**src/rtl/sonar_pkg.sv**
```systemverilog
// Shared types and default timing for the ultrasonic height sensor sequencer.
// Defaults are expressed in microseconds and converted to core clock cycles.
package sonar_pkg;

  typedef enum logic [2:0] {
    IDLE      = 3'd0,
    TRIG      = 3'd1,
    WAIT_RISE = 3'd2,
    MEASURE   = 3'd3,
    HOLDOFF   = 3'd4
  } sonar_state_t;

  localparam int unsigned CLK_HZ     = 48_000_000;
  localparam int unsigned TRIG_US    = 10;
  localparam int unsigned TIMEOUT_US = 38_000;
  localparam int unsigned PERIOD_US  = 60_000;

  function automatic int unsigned us_to_cycles(input int unsigned us);
    return us * (CLK_HZ / 1_000_000);
  endfunction

endpackage

```
**src/rtl/echo_sync.sv**
```systemverilog
// Brings the raw echo into the clk domain and flags its edges.
// Latency: echo_s lags echo by 2 cycles; rise/fall are valid in the first cycle echo_s changes.
module echo_sync (
  input  logic clk,
  input  logic rst_n,
  input  logic echo,
  output logic echo_s,
  output logic rise,
  output logic fall
);

  logic meta_q;
  logic sync_q;
  logic dly_q;

  always_ff @(posedge clk) begin
    if (!rst_n) begin
      meta_q <= 1'b0;
      sync_q <= 1'b0;
      dly_q  <= 1'b0;
    end else begin
      meta_q <= echo;
      sync_q <= meta_q;
      dly_q  <= sync_q;
    end
  end

  assign echo_s = sync_q;
  assign rise   = sync_q & ~dly_q;
  assign fall   = ~sync_q & dly_q;

endmodule

```
**src/rtl/sonar_ctrl.sv**
```systemverilog
// Ultrasonic measurement sequencer: trigger pulse, echo width timing, timeout and repetition period.
// Results are registered; valid/echo_width appear 3 cycles after the raw echo falls.
module sonar_ctrl
  import sonar_pkg::*;
#(
  parameter int unsigned TRIG_CYCLES    = us_to_cycles(TRIG_US),
  parameter int unsigned TIMEOUT_CYCLES = us_to_cycles(TIMEOUT_US),
  parameter int unsigned PERIOD_CYCLES  = us_to_cycles(PERIOD_US)
) (
  input  logic        clk,
  input  logic        rst_n,
  input  logic        enable,
  input  logic        echo,
  output logic        trig,
  output logic [31:0] echo_width,
  output logic        valid,
  output logic        timeout,
  output logic        busy
);

  localparam logic [31:0] TRIG_LAST    = 32'(TRIG_CYCLES - 1);
  localparam logic [31:0] TIMEOUT_LAST = 32'(TIMEOUT_CYCLES - 1);
  localparam logic [31:0] TIMEOUT_W    = 32'(TIMEOUT_CYCLES);
  localparam logic [31:0] PERIOD_LAST  = 32'(PERIOD_CYCLES - 1);

  logic echo_s;
  logic rise;
  logic fall;

  echo_sync u_echo_sync (
    .clk    (clk),
    .rst_n  (rst_n),
    .echo   (echo),
    .echo_s (echo_s),
    .rise   (rise),
    .fall   (fall)
  );

  sonar_state_t state_q, state_d;
  logic [31:0]  cnt_q, cnt_d;
  logic [31:0]  width_q, width_d;
  logic [31:0]  period_q, period_d;
  logic [31:0]  echo_width_q, echo_width_d;
  logic         trig_q, trig_d;
  logic         valid_q, valid_d;
  logic         timeout_q, timeout_d;
  logic         busy_q, busy_d;

  always_comb begin
    state_d      = state_q;
    cnt_d        = cnt_q;
    width_d      = width_q;
    echo_width_d = echo_width_q;
    valid_d      = 1'b0;
    timeout_d    = 1'b0;
    // Period counter runs from trigger entry and saturates at its last value.
    period_d     = (period_q < PERIOD_LAST) ? period_q + 32'd1 : PERIOD_LAST;

    case (state_q)
      IDLE: begin
        period_d = '0;
        if (enable) begin
          state_d = TRIG;
          cnt_d   = '0;
          width_d = '0;
        end
      end

      TRIG: begin
        if (cnt_q == TRIG_LAST) begin
          state_d = WAIT_RISE;
          cnt_d   = '0;
        end else begin
          cnt_d = cnt_q + 32'd1;
        end
      end

      WAIT_RISE: begin
        if (rise) begin
          state_d = MEASURE;
          width_d = 32'd1;
          cnt_d   = '0;
        end else if (cnt_q == TIMEOUT_LAST) begin
          state_d   = HOLDOFF;
          timeout_d = 1'b1;
        end else begin
          cnt_d = cnt_q + 32'd1;
        end
      end

      MEASURE: begin
        if (fall) begin
          state_d      = HOLDOFF;
          echo_width_d = width_q;
          valid_d      = 1'b1;
        end else if (echo_s) begin
          // Echo still high on the cycle that would reach the limit: report a clipped width.
          if (width_q >= TIMEOUT_LAST) begin
            state_d      = HOLDOFF;
            echo_width_d = TIMEOUT_W;
            valid_d      = 1'b1;
            timeout_d    = 1'b1;
          end else begin
            width_d = width_q + 32'd1;
          end
        end
      end

      HOLDOFF: begin
        if ((period_q >= PERIOD_LAST) && !echo_s) begin
          if (enable) begin
            state_d  = TRIG;
            cnt_d    = '0;
            width_d  = '0;
            period_d = '0;
          end else begin
            state_d = IDLE;
          end
        end
      end

      default: state_d = IDLE;
    endcase

    trig_d = (state_d == TRIG);
    busy_d = (state_d != IDLE);
  end

  always_ff @(posedge clk) begin
    if (!rst_n) begin
      state_q      <= IDLE;
      cnt_q        <= '0;
      width_q      <= '0;
      period_q     <= '0;
      echo_width_q <= '0;
      trig_q       <= 1'b0;
      valid_q      <= 1'b0;
      timeout_q    <= 1'b0;
      busy_q       <= 1'b0;
    end else begin
      state_q      <= state_d;
      cnt_q        <= cnt_d;
      width_q      <= width_d;
      period_q     <= period_d;
      echo_width_q <= echo_width_d;
      trig_q       <= trig_d;
      valid_q      <= valid_d;
      timeout_q    <= timeout_d;
      busy_q       <= busy_d;
    end
  end

  assign trig       = trig_q;
  assign echo_width = echo_width_q;
  assign valid      = valid_q;
  assign timeout    = timeout_q;
  assign busy       = busy_q;

endmodule

```
**config.mk**
```make
export PLATFORM = sky130hd
export DESIGN_NAME = sonar_ctrl
export DESIGN_NICKNAME = d
export VERILOG_FILES = /design/src/rtl/sonar_pkg.sv /design/src/rtl/echo_sync.sv /design/src/rtl/sonar_ctrl.sv
export SDC_FILE = /design/constraint.sdc
export NUM_CORES = 1
export LEC_CHECK = 0
export BUFFER_PORTS_ARGS = -buffer_cell sky130_fd_sc_hd__buf_2
export CAP_MARGIN = 0
export CORE_ASPECT_RATIO = 1.25
export CORE_MARGIN = 2
export CORE_UTILIZATION = 25
export CTS_CLUSTER_DIAMETER = 100
export DETAILED_ROUTE_END_ITERATION = 8
export PLACE_DENSITY = 0.37
export SLEW_MARGIN = 20
export SYNTH_ARGS = -nofsm -noshare
export SYNTH_HDL_FRONTEND = slang
export SYNTH_SLANG_ARGS = --single-unit
```
**constraint.sdc**
```tcl
create_clock -name clk -period 6.1 [get_ports clk]
set_clock_uncertainty 0.05 [all_clocks]
set_input_delay 0.915 -clock clk [delete_from_list [all_inputs] [get_ports clk]]
set_output_delay 0.915 -clock clk [all_outputs]
set_load 0.01 [all_outputs]
```
==> out/results.ini <==
[place]
hpwlAfterDp_mm = 11.8
gp_congestion = 0.772
port_buffers = 39

[synth]
synth.area.top_cells = dfxtp_1, a21oi_1, nor2_1, a22oi_1, nand2_1
avgSynthCellArea_um2 = 8.79
ys_types = 70
synth_cells = 697
ys_async_sr_fraction_pct = 0
yosysWarnings = 0
synth_top_area_share_pct = 45.1
synth-seq-area-share_pct = 45.1
netlist_area_um2 = 6130
synth_edf_count = 0
synth_ff_type = dfxtp_1
synth_area_leader_cell = dfxtp_1
ys_ff_latch = 138

[worst_setup_path]
crit_type = flip-flop to flip-flop
end_kind = flip-flop
r2r_slack_ps = 2930
critPathMaxFanout = 43
regToRegEndpoint = cnt_q[15]$_SDFFE_PN0P_
required_ps = 6320
ff2ff_path_depth = 8
cp-start-kind = flip-flop
worst-endpoint-arrival_ps = 3390
r2r_start = period_q[0]$_SDFF_PN0_

[routing]
routedWlPerCell_um = 16.1
ant_nets = 0
drtIter0Drc = 267
vias = 5439
wl_mm = 17.3
drt-pass1-iter-count = 5
drc = 0
via_per_inst = 5.07

[layout]
n_fill_cell = 2564
fin_nets = 736
layout.area.seq_um2 = 2760
area_growth_pct = 18.9
layout-drive-gt1-share_pct = 13.9
multiInputGateArea_um2 = 3210
num_antenna_cells = 0

[pwr]
p_sw_mw = 0.524
leakage_nw = 2.46
ir_worst_vdd_v = 0.000176
power_density_nw_per_um2 = 286
intPower_mw = 1.56
comb_power_share_pct = 3.8
clockPowerShare_pct = 51.6
power.share.switching_pct = 25.2
sequentialPowerShare_pct = 44.6
power_mw = 2.08

[global_routing]
antenna_found_initial = 0
grt_pass1_wl_mm = 28.2
first_global_vias = 5330
track_usage_pct = 14.0
grt_max_degree = 47
grt_overflow = 0

[clock_tree]
cts_setup_buffers = 0
post_cts_resized = 0
clk_latency_ps = 430
clock_sinks = 138
cts_made_buffers = 17
htreeDepth = 4
cts_hold_buf = 0
cts_buffer_depth = 2
cts_tree = built
clkSlewWorstSetupHoldPaths_ps = 60
clockRootBuffer = clkbuf_16

[floorplanning]
core_um2 = 24300
die_y_um = 179
start_util_pct = 25.3
dieArea_um2 = 25800
io_pins = 40
core.rowCount = 64
die_x_um = 144

[sta]
rsz0062_at_grt = no
hold_viol = 0
setup_violations = 0
finalSetupTns_ps = 0
fin_crit_ps = 3170
timing.fmax_mhz = 315
drv_slew = 0
finalCritPeriodShare_pct = 52.0
worst_slew_pin_slew_ps = 937
slew-limit-headroom_pct = 37.0

[hold_path]
min_from = period_q[0]$_SDFF_PN0_
whs_endpoint = period_q[0]$_SDFF_PN0_
min_path_type = flip-flop to flip-flop
whs_path_depth = 1

[flow_run]
max-cap-violations = 0

[run_status]
run_status = complete, no violations

-- routing by layer --
metal  global-route usage [%]  up-vias  part of all wire (%)
met4                     4.62        0                  0.95
met2                     24.6       74                    52
met3                     3.53       11                   3.4
met5                        0        -                     0
li1                         -     2707                     -
met1                     16.6     2647                    43
-- flip-flops by register name, indices dropped and copies added, names as in the netlist --
| signal | cells |
|---|---|
| cnt_q | 32 |
| echo_width | 32 |
| period_q | 32 |
| width_q | 32 |
| state_q | 3 |
| busy | 1 |
| timeout | 1 |
| trig | 1 |
| u_echo_sync.dly_q | 1 |
| u_echo_sync.echo_s | 1 |
| u_echo_sync.meta_q | 1 |
| valid | 1 |
-- area by class of cell --
cell class	instances	share of cell area, %
Tap cell	330	5.67
Clock buffer	17	5.84
Inverter	13	0.670
Sequential cell	138	37.9
Multi-Input combinational cell	513	44.1
Clock inverter	15	2.46
Timing Repair Buffer	46	3.40
-- worst max-delay path, stage by stage (launching register included) --
cell	delay, ps
dfxtp_1	350
ha_1	220
nand4_1	160
o21ai_0	260
a31oi_2	120
buf_4	220
o211a_2	520
o31ai_4	900
o211ai_1	190
-- power groups by stage --
stage               clock, mW  combinational [mW]  sequential (mW)
finish                   1.08              0.0784            0.928
global route             1.15              0.0868            0.930
CTS                      1.10              0.0785            0.928
detailed placement          0              0.0782            0.949
global placement            0              0.0772            0.948
floorplan                   0              0.0610            0.944
-- per-stage QoR --
step | setup slack (ps) | hold slack (ps) | util [%] | cell area [um^2] | instances
final | 2930 | 414 | 30.0 | 7290 | 1072
after global routing | 2680 | 444 | 30.0 | 7290 | 1072
after detailed placement | 2940 | 404 | 27.5 | 6670 | 1040
after CTS | 2960 | 413 | 30.0 | 7280 | 1072
after floorplan | 3550 | 362 | - | 6160 | 706
after global placement | 2720 | 393 | 27.5 | 6670 | 1040
-- cells in the final DEF (no fill, tap or decap), types with 10 or more instances in the layout --
master	n
dfxtp_1	138
a21oi_1	67
nor2_1	49
nand2_1	46
buf_2	39
o21ai_0	30
nand3_1	25
a22oi_1	23
or3_1	22
or4_1	20
and2_1	20
o31ai_1	18
nand4_1	17
clkbuf_16	17
and3_1	16
nor4_1	15
inv_1	12
nor3_1	11
o221a_2	11
and4_1	10
conb_1	10
-- synthesized netlist by cell type, types with 10 or more instances --
library cell / n
dfxtp_1: 138
a21oi_1: 68
nor2_1: 49
nand2_1: 46
clkbuf_1: 34
o21ai_0: 30
nand3_1: 25
a22oi_1: 23
or3_1: 22
and2_1: 20
or4_1: 20
o31ai_1: 18
nand4_1: 17
and3_1: 16
nor4_1: 15
inv_1: 12
nor3_1: 11
o221a_2: 11
and4_1: 10
-- cells by family (layout without fill, tap and decap cells) --
group / Yosys count / count (layout) / share of synthesized area [%]
other: 1 / 10 / 0.0612
AO/OA/AOI/OAI: 202 / 202 / 22.2
XOR/XNOR: 17 / 17 / 2.43
multiplexers: 3 / 3 / 0.490
adder cells (fa/ha/maj): 3 / 3 / 0.612
flip-flops: 138 / 138 / 45.1
buffers and inverters: 55 / 91 / 3.61
AND/OR/NAND/NOR: 278 / 278 / 25.5
-- worst max-delay path by stage --
stage                           start                      to  slack [ps]
3_3_place_gp   period_q[0]$_SDFF_PN0_  cnt_q[15]$_SDFFE_PN0P_        2720
6_report       period_q[0]$_SDFF_PN0_  cnt_q[15]$_SDFFE_PN0P_        2930
2_1_floorplan                  enable  cnt_q[30]$_SDFFE_PN0P_        3550
5_1_grt        period_q[0]$_SDFF_PN0_  cnt_q[15]$_SDFFE_PN0P_        2680
4_1_cts        period_q[0]$_SDFF_PN0_  cnt_q[15]$_SDFFE_PN0P_        2960
3_5_place_dp   period_q[0]$_SDFF_PN0_  cnt_q[15]$_SDFFE_PN0P_        2940
Note: power is estimated with default switching activity, not from simulation.
